File: src/rtl/hamming_dec_engine.sv
// SECDED decoder engine: walks COUNT 16-bit Hamming codewords starting at SRC_BASE,
// corrects single-bit errors, flags double-bit errors, writes 11-bit messages to
// DST_BASE and raises halt when the block is done.
// Optional build macro: HAMMING_STATUS_EN puts a 2-bit status field in each output
// high byte; without it the high byte carries only d[11:9].
module hamming_dec_engine #(
    parameter int unsigned SRC_BASE = 64,
    parameter int unsigned DST_BASE = 94,
    parameter int unsigned COUNT    = 15
) (
    input  logic       CLK,
    input  logic       reset,
    input  logic       start,
    output logic       halt,
    output logic [7:0] mem_addr,
    input  logic [7:0] mem_rd_data,
    output logic       mem_wr_en,
    output logic [7:0] mem_wr_data,
    output logic [7:0] n_single,
    output logic [7:0] n_double
);

    localparam logic [7:0] SrcBase = 8'(SRC_BASE);
    localparam logic [7:0] DstBase = 8'(DST_BASE);
    localparam logic [6:0] LastIdx = 7'(COUNT - 1);

    typedef enum logic [2:0] {
        StIdle,
        StRdLo,
        StRdHi,
        StWrLo,
        StWrHi,
        StDone
    } state_e;

    state_e     state_q, state_d;
    logic [6:0] idx_q, idx_d;
    logic [7:0] lo_q, lo_d;
    logic [7:0] hi_q, hi_d;
    logic [7:0] nsgl_q, nsgl_d;
    logic [7:0] ndbl_q, ndbl_d;

    logic [15:0] cw;
    logic [15:0] cw_fix;
    logic [3:0]  syn;
    logic        par;
    logic        is_single;
    logic        is_double;
    logic [10:0] data;
    logic [7:0]  out_hi;
    logic        wr_en;
    logic [7:0]  word_lo_addr;
    logic [7:0]  word_hi_addr;

    assign cw = {hi_q, lo_q};

    // Syndrome, overall parity, correction and data extraction of the latched codeword
    always_comb begin
        syn = 4'd0;
        for (int k = 1; k < 16; k++) begin
            if (cw[k]) begin
                syn = syn ^ 4'(k);
            end
        end
        par       = ^cw;
        is_single = par;
        is_double = !par && (syn != 4'd0);
        cw_fix    = cw;
        // S = 0 with odd parity means only p16 flipped; data bits stay as they are
        if (par && (syn != 4'd0)) begin
            cw_fix[syn] = ~cw[syn];
        end
        data = {cw_fix[15:9], cw_fix[7:5], cw_fix[3]};
`ifdef HAMMING_STATUS_EN
        out_hi = {is_double, is_single, 3'b000, data[10:8]};
`else
        out_hi = {5'b00000, data[10:8]};
`endif
    end

    // Byte addresses of the current word, 8-bit wrap-around
    always_comb begin
        word_lo_addr = {idx_q, 1'b0};
        word_hi_addr = {idx_q, 1'b1};
    end

    // Next-state, memory port and counter update logic
    always_comb begin
        state_d     = state_q;
        idx_d       = idx_q;
        lo_d        = lo_q;
        hi_d        = hi_q;
        nsgl_d      = nsgl_q;
        ndbl_d      = ndbl_q;
        mem_addr    = 8'd0;
        wr_en       = 1'b0;
        mem_wr_data = 8'd0;
        case (state_q)
            StIdle, StDone: begin
                if (start) begin
                    state_d = StRdLo;
                    idx_d   = 7'd0;
                    nsgl_d  = 8'd0;
                    ndbl_d  = 8'd0;
                end
            end
            StRdLo: begin
                mem_addr = SrcBase + word_lo_addr;
                lo_d     = mem_rd_data;
                state_d  = StRdHi;
            end
            StRdHi: begin
                mem_addr = SrcBase + word_hi_addr;
                hi_d     = mem_rd_data;
                state_d  = StWrLo;
            end
            StWrLo: begin
                mem_addr    = DstBase + word_lo_addr;
                wr_en       = 1'b1;
                mem_wr_data = data[7:0];
                if (is_single && (nsgl_q != 8'hFF)) begin
                    nsgl_d = nsgl_q + 8'd1;
                end
                if (is_double && (ndbl_q != 8'hFF)) begin
                    ndbl_d = ndbl_q + 8'd1;
                end
                state_d = StWrHi;
            end
            StWrHi: begin
                mem_addr    = DstBase + word_hi_addr;
                wr_en       = 1'b1;
                mem_wr_data = out_hi;
                if (idx_q == LastIdx) begin
                    state_d = StDone;
                end else begin
                    idx_d   = idx_q + 7'd1;
                    state_d = StRdLo;
                end
            end
            default: begin
                state_d = StIdle;
            end
        endcase
    end

    // Suppress the strobe while reset is asserted so an aborted run writes nothing more
    assign mem_wr_en = wr_en && !reset;
    assign halt      = (state_q == StDone);
    assign n_single  = nsgl_q;
    assign n_double  = ndbl_q;

    // State register with synchronous reset
    always_ff @(posedge CLK) begin
        if (reset) begin
            state_q <= StIdle;
            idx_q   <= 7'd0;
            lo_q    <= 8'd0;
            hi_q    <= 8'd0;
            nsgl_q  <= 8'd0;
            ndbl_q  <= 8'd0;
        end else begin
            state_q <= state_d;
            idx_q   <= idx_d;
            lo_q    <= lo_d;
            hi_q    <= hi_d;
            nsgl_q  <= nsgl_d;
            ndbl_q  <= ndbl_d;
        end
    end

endmodule

File: config.mk
export PLATFORM = sky130hd
export DESIGN_NAME = hamming_dec_engine
export DESIGN_NICKNAME = d
export VERILOG_FILES = /design/src/rtl/hamming_dec_engine.sv
export SDC_FILE = /design/constraint.sdc
export NUM_CORES = 1
export LEC_CHECK = 0
export CAP_MARGIN = 40
export CORE_MARGIN = 2
export CORE_UTILIZATION = 32
export DETAILED_ROUTE_END_ITERATION = 6
export PLACE_DENSITY_LB_ADDON = 0.25
export SYNTH_ARGS = -nofsm -noshare
export SYNTH_HDL_FRONTEND = slang
export SYNTH_SLANG_ARGS = --single-unit
File: constraint.sdc
create_clock -name CLK -period 9.3 [get_ports CLK]
set_input_delay 1.86 -clock CLK [delete_from_list [all_inputs] [get_ports CLK]]
set_output_delay 1.86 -clock CLK [all_outputs]
set_load 0.005 [all_outputs]
* Yosys cells after proc, flatten, opt, wreduce, memory -nomap -nowiden
Cells that the tools add are included.
** Storage, ports and cells
- Flip-flop bits (word level) :: 42
- Input bits :: 11
- Output and inout port bits :: 34
- Logic and storage cells :: 95
** Operators by class
- $add $sub $neg :: 7
- Magnitude comparators :: 2
- Eq/ne operators :: 12
- Muxes and demuxes :: 35
- Bitwise gates (word level) :: 15
- Reduce and logical (&&, ||, !) cells :: 18
** Operator list (number)
- 8-bit case mux with 2 select lines :: 3
- 7-bit by 8-bit adder with 8-bit output (first input constant) :: 4
- 4-bit 2-to-1 mux :: 8
- 8-bit case mux with 4 select lines :: 1
- 8-bit 2-to-1 mux :: 3
- 3-bit 2-to-1 mux :: 6
- 8-bit by 1-bit adder with 8-bit output (second input constant) :: 2
- 16-bit bitwise mux :: 1
- 16-bit 2-to-1 mux :: 1
- 8-bit != test (second input constant) :: 2
- 16-bit parity :: 1
- 3-bit case mux with 5 select lines :: 1
- 7-bit 2-to-1 mux :: 2
- 7-bit case mux with 2 select lines :: 1
- 2-bit NOT :: 6
- 3-bit NOT :: 4
- 3-bit AND reduction :: 3
- 2-bit != test (second input constant) :: 4
- 7-bit by 1-bit adder with 7-bit output (second input constant) :: 1
- 7-bit by 4-bit == test with 1-bit output (second input constant) :: 1
- 3-bit by 2-bit == test with 1-bit output (second input constant) :: 2
- 3-bit == test (second input constant) :: 2
- 1-bit logical AND :: 6
- 4-bit by 5-bit less-than comparator with 1-bit output (second input constant) :: 1
- other kinds (14) :: 23

* Logic depth before layout (Yosys ltp)
- Depth in word-level cells :: 33
- Mapped depth :: 9
- Depth with buffers taken out :: 8

* Worst setup path before layout
OpenSTA, ideal clock, no wires.
- Path kind :: register to output
- Start point :: register lo_q[5]
- End point :: output port mem_wr_data[4]
- Arrival :: 2.457 ns
- Data required time :: 7.440 ns
- Slack :: 4.983 ns
- Cell stages (with the launch flop) :: 8
- Buffers on the path :: 0
- Path through :: dfxtp_1 xor2_1 xnor3_1 xor2_1 nand2_1 or3_1 or3_1 a21oi_2
** Between the ends
- Cells in the longest elaborated chain, start to end :: 24
- Elaborated cells between the ends (all ways) :: 33
- Classes of those cells :: 2 x order compare; 18 x mux; 9 x bitwise; 4 x reduce/logical
** RTL lines
- start: declaration :: line 38 : logic [7:0] lo_q, lo_d;
- start signal: assignment :: line 164 : lo_q <= lo_d;
- 3-bit 2-to-1 mux :: line 61 : if (cw[k]) begin
- 2-bit NOT (no line)
- 3-bit 2-to-1 mux :: line 61
- 3-bit NOT (no line)
- 3-bit 2-to-1 mux :: line 61
- 4-bit 2-to-1 mux (4 in a row) :: line 61
- 2-bit NOT (no line)
- 4-bit 2-to-1 mux :: line 61
- [5 not listed]
- 4-bit 2-to-1 mux :: line 61
- 4-bit by 5-bit less-than comparator with 1-bit output (not written as such) / 4-bit by 1-bit greater-or-equal comparator with 1-bit output (equally long branches) :: line 71 : cw_fix[syn] = ~cw[syn];
- 1-bit logical AND (not written as such) :: line 71
- 1-bit 2-to-1 mux (not written as such) :: line 71
- 1-bit demux with 4-bit select :: line 71
- 16-bit bitwise mux :: line 71
- 16-bit 2-to-1 mux (*) :: line 70 : if (par && (syn != 4'd0)) begin
- 8-bit case mux with 2 select lines (*) :: line 98 : case (state_q)
- end: declaration :: line 18 : output logic [7:0] mem_wr_data,
Every way passes the cells marked *; elsewhere a longest branch is shown, timed or not. The select of a mux whose other input is x is not followed.

* Final worst setup path
- Start point :: register hi_q[7]
- End point :: output port mem_wr_data[3]
** Between the ends
- Cells in the longest elaborated chain, start to end :: 8
- Elaborated cells between the ends (all ways) :: 15
- Classes of those cells :: 2 x order compare; 8 x mux; 1 x bitwise; 4 x reduce/logical
** RTL lines
- start: declaration :: line 39 : logic [7:0] hi_q, hi_d;
- start signal: assignment :: line 165 : hi_q <= hi_d;
- 4-bit 2-to-1 mux :: line 61
- 4-bit by 5-bit less-than comparator with 1-bit output (not written as such) / 4-bit by 1-bit greater-or-equal comparator with 1-bit output (equally long branches) :: line 71
- 1-bit logical AND (not written as such) :: line 71
- 1-bit 2-to-1 mux (not written as such) :: line 71
- 1-bit demux with 4-bit select :: line 71
- 16-bit bitwise mux :: line 71
- 16-bit 2-to-1 mux (*) :: line 70
- 8-bit case mux with 2 select lines (*) :: line 98
Marked as above.

==> results.yml <==
floorplan:
  ios: 45
  initial_core_util_pct: 33.1
  die_area_um2: 10400
  core_area_um2: 9240
  chipHeight_um: 102
  die_w_um: 102
  rows: 35
routing:
  drt_iter0_markers: 150
  vias: 2879
  detail-route-antenna-nets: 0
  post-route-drc-count: 0
  wire_per_inst_um: 13.9
  dr.pass1.iters: 4
  routed_wl_um: 7730
  vias_per_cell: 5.20
sta:
  hold_viol_final: 0
  setup_viol: 0
  post-route-period-util_pct: 58.2
  fmax_mhz: 185
  slew_viol_final: 0
  finalWorstPathRequiredPeriod_ps: 5410
  slew_headroom_pct: 42.1
  tightest_slew_ps: 866
  skew_ps: 8.90
  setup_tns_ps: 0
  rsz0062_at_grt: "no"
placed_design:
  numPortBuffers: 44
  dp_hpwl_um: 5800
  gp_congestion: 0.900
  dpl-instance-area_um2: 3570
  dp_cells: 546
setup_path:
  critPathCaptureType: "primary output"
  arrival_ps: 3550
  crit_chain: "xnor2_2 -> xor2_1 -> xnor2_1 -> xor2_1 -> nor3_1 -> or2b_1 -> a21oi_1 -> clkdlybuf4s50_1"
  cp.required_ps: 7440
  crit_slowest_cell: "xor2_1"
  start_kind: "flop"
  worst-setup-path-type: "reg2out"
  crit_fanout: 13
  critical-path-max-stage-delay_ps: 720
  cpMostUsedCell: "xor2_1"
  reg2reg_slack_ps: 5830
synthesis:
  synth_cell_types: 53
  synth_simple_gate_area_share_pct: 23.7
  synth_nets: 410
  yosys_warnings: 0
  ys_ff_latch: 42
  synth_top_family_by_area: "simple AND/OR/NAND/NOR gates"
  synthMuxAreaShare_pct: 3.27
  ys.flop_type: "dfxtp_1"
  synthCells: 394
  yosysSeqAreaShare_pct: 27.5
  synthAdderAreaFrac_pct: 2.05
  async_flop_share_pct: 0
  synth_edf_count: 0
  synth-xor-area-share_pct: 17.1
  synth.avg_cell_area_um2: 7.76
  synth_compound_gate_area_share_pct: 21.7
  syn_area_um2: 3060
clock_tree:
  ctsResizeCount: 0
  cts_max_level: 2
  root_buffer: "clkbuf_8"
  postCtsSetupBuffers: 0
  cts_buffers: 5
  ctsHoldBuffers: 0
  cts.sinks: 42
  cts_tree: "done"
  cts.clk_slew.worst_paths_ps: 80
  worstSkewPairLatency_ps: 290
  cts_max_path_buffers: 2
grt:
  grt_busiest_layer: "met2"
  use_met2_pct: 25.9
  use_met3_pct: 3.52
  grt_overflow: 0
  grt_pass1_vias: 2694
  grt_max_degree: 28
  grt_pass1_wl_um: 13300
  track_usage_pct: 15.8
  grt_antenna_before_repair: 0
  use_met1_pct: 21.3
cells_and_area:
  finalNonFillerCells: 554
  final_area_um2: 3660
  num_antenna_cells: 0
  nets: 440
  drive_gt1_share_pct: 5.18
  syn_to_final_growth_pct: 19.8
pwr:
  power_density_nw_per_um2: 138
  p_leak_uw: 0.00121
  ir_drop_v: 0.0000644
  total_power_uw: 507
job:
  maxCapViolCount: 0
min_path:
  hp-class: "reg2reg"
run_status:
  status: "completed"
## registers in the layout, indices dropped and copies added (netlist names)
name / cells
hi_q: 8
idx_q: 7
lo_q: 8
n_double: 8
n_single: 8
state_q: 3
## worst max-delay path: cells and delay by family (launching register included)
| kind | cells | cell delay [ps] |
|---|---|---|
| xor+xnor | 4 | 1580 |
| flops | 1 | 540 |
| buf+inv | 1 | 530 |
| simple gates | 2 | 390 |
| compound gates | 1 | 200 |
## Yosys cell counts, types with 2 or more instances
library cell / n / area, µm²
a211oi_1: 2 / 15.0
a21boi_0: 3 / 22.5
a21oi_1: 33 / 165
a22oi_1: 6 / 45.0
a31oi_1: 6 / 37.5
a32oi_1: 2 / 17.5
and3_1: 4 / 25.0
buf_1: 2 / 7.51
buf_2: 3 / 15.0
buf_6: 2 / 22.5
clkbuf_1: 16 / 60.1
dfxtp_1: 42 / 841
ha_1: 5 / 62.6
inv_1: 8 / 30.0
mux2i_1: 10 / 100
nand2_1: 37 / 139
nand2b_1: 4 / 25.0
nand3_1: 15 / 75.1
nand4_1: 3 / 18.8
nor2_1: 48 / 180
nor2b_1: 2 / 12.5
nor3_1: 9 / 45.0
nor4_1: 5 / 31.3
o211ai_1: 5 / 37.5
o21a_1: 2 / 15.0
o21ai_0: 16 / 80.1
o22ai_1: 7 / 43.8
o311ai_0: 2 / 17.5
o31ai_1: 10 / 75.1
or2_2: 2 / 12.5
or3_1: 9 / 56.3
or4_1: 9 / 67.6
xnor2_1: 24 / 210
xnor2_2: 3 / 48.8
xnor3_1: 3 / 67.6
xor2_1: 15 / 131
xor2_2: 4 / 65.1
## path summary, 6_finish.rpt
path,start,end,depth (start not counted)
worst max-delay path,hi_q[7]$_SDFFE_PP0N_,mem_wr_data[3],8
worst min-delay path,lo_q[0]$_SDFFE_PP0N_,lo_q[0]$_SDFFE_PP0N_,2
worst max register to register,hi_q[7]$_SDFFE_PP0N_,n_double[3]$_SDFFE_PP0P_,8
worst min register to register,lo_q[0]$_SDFFE_PP0N_,lo_q[0]$_SDFFE_PP0N_,2
## layout make-up
type | instances | area [µm²]
Clock buffer | 7 | 86.3
Clock inverter | 1 | 5.00
Fill cell | 944 | 5580
Inverter | 8 | 30.0
Multi-Input combinational cell | 320 | 2080
Sequential cell | 42 | 841
Tap cell | 129 | 161
Timing Repair Buffer | 47 | 463
## routing by layer
| layer | routed length, µm | share of wire (%) |
|---|---|---|
| met1 | 3620 | 47 |
| met2 | 3660 | 47 |
| met3 | 386 | 5.0 |
| met4 | 61 | 0.79 |
| met5 | 0 | 0 |
## through the flow
step	hold WS [ps]	util, %	setup WS, ps
after global placement	487	38.6	4260
final	506	39.6	3890
after CTS	504	39.6	3860
after floorplan	466	-	4980
after global routing	520	39.6	3580
after detailed placement	493	38.6	4200
## where the power goes
part           switching (µW)  internal, µW
Sequential               13.5           185
Combinational             116          69.8
Clock                    61.8          60.0
## placed cells by master (no fill, tap or decap), types with 2 or more instances in the layout
master / n
nor2_1: 48
clkdlybuf4s50_1: 44
dfxtp_1: 42
nand2_1: 37
a21oi_1: 33
xnor2_1: 24
o21ai_0: 16
nand3_1: 15
xor2_1: 15
mux2i_1: 10
o31ai_1: 10
nor3_1: 9
or3_1: 9
or4_1: 9
inv_1: 8
o22ai_1: 7
a22oi_1: 6
a31oi_1: 6
clkbuf_8: 6
nor4_1: 5
o211ai_1: 5
ha_1: 5
nand2b_1: 4
xor2_2: 4
and3_1: 4
xnor2_2: 3
xnor3_1: 3
a21boi_0: 3
nand4_1: 3
buf_4: 3
nor2b_1: 2
or2_2: 2
o21a_1: 2
o311ai_0: 2
a211oi_1: 2
a32oi_1: 2
## cell families after synthesis
logic type | after synthesis
compound gates | 104
simple gates | 152
mux | 10
flops | 42
fa+ha+maj | 5
xor+xnor | 49
buf+inv | 32
No activity file was read; power rests on OpenSTA's default activity.
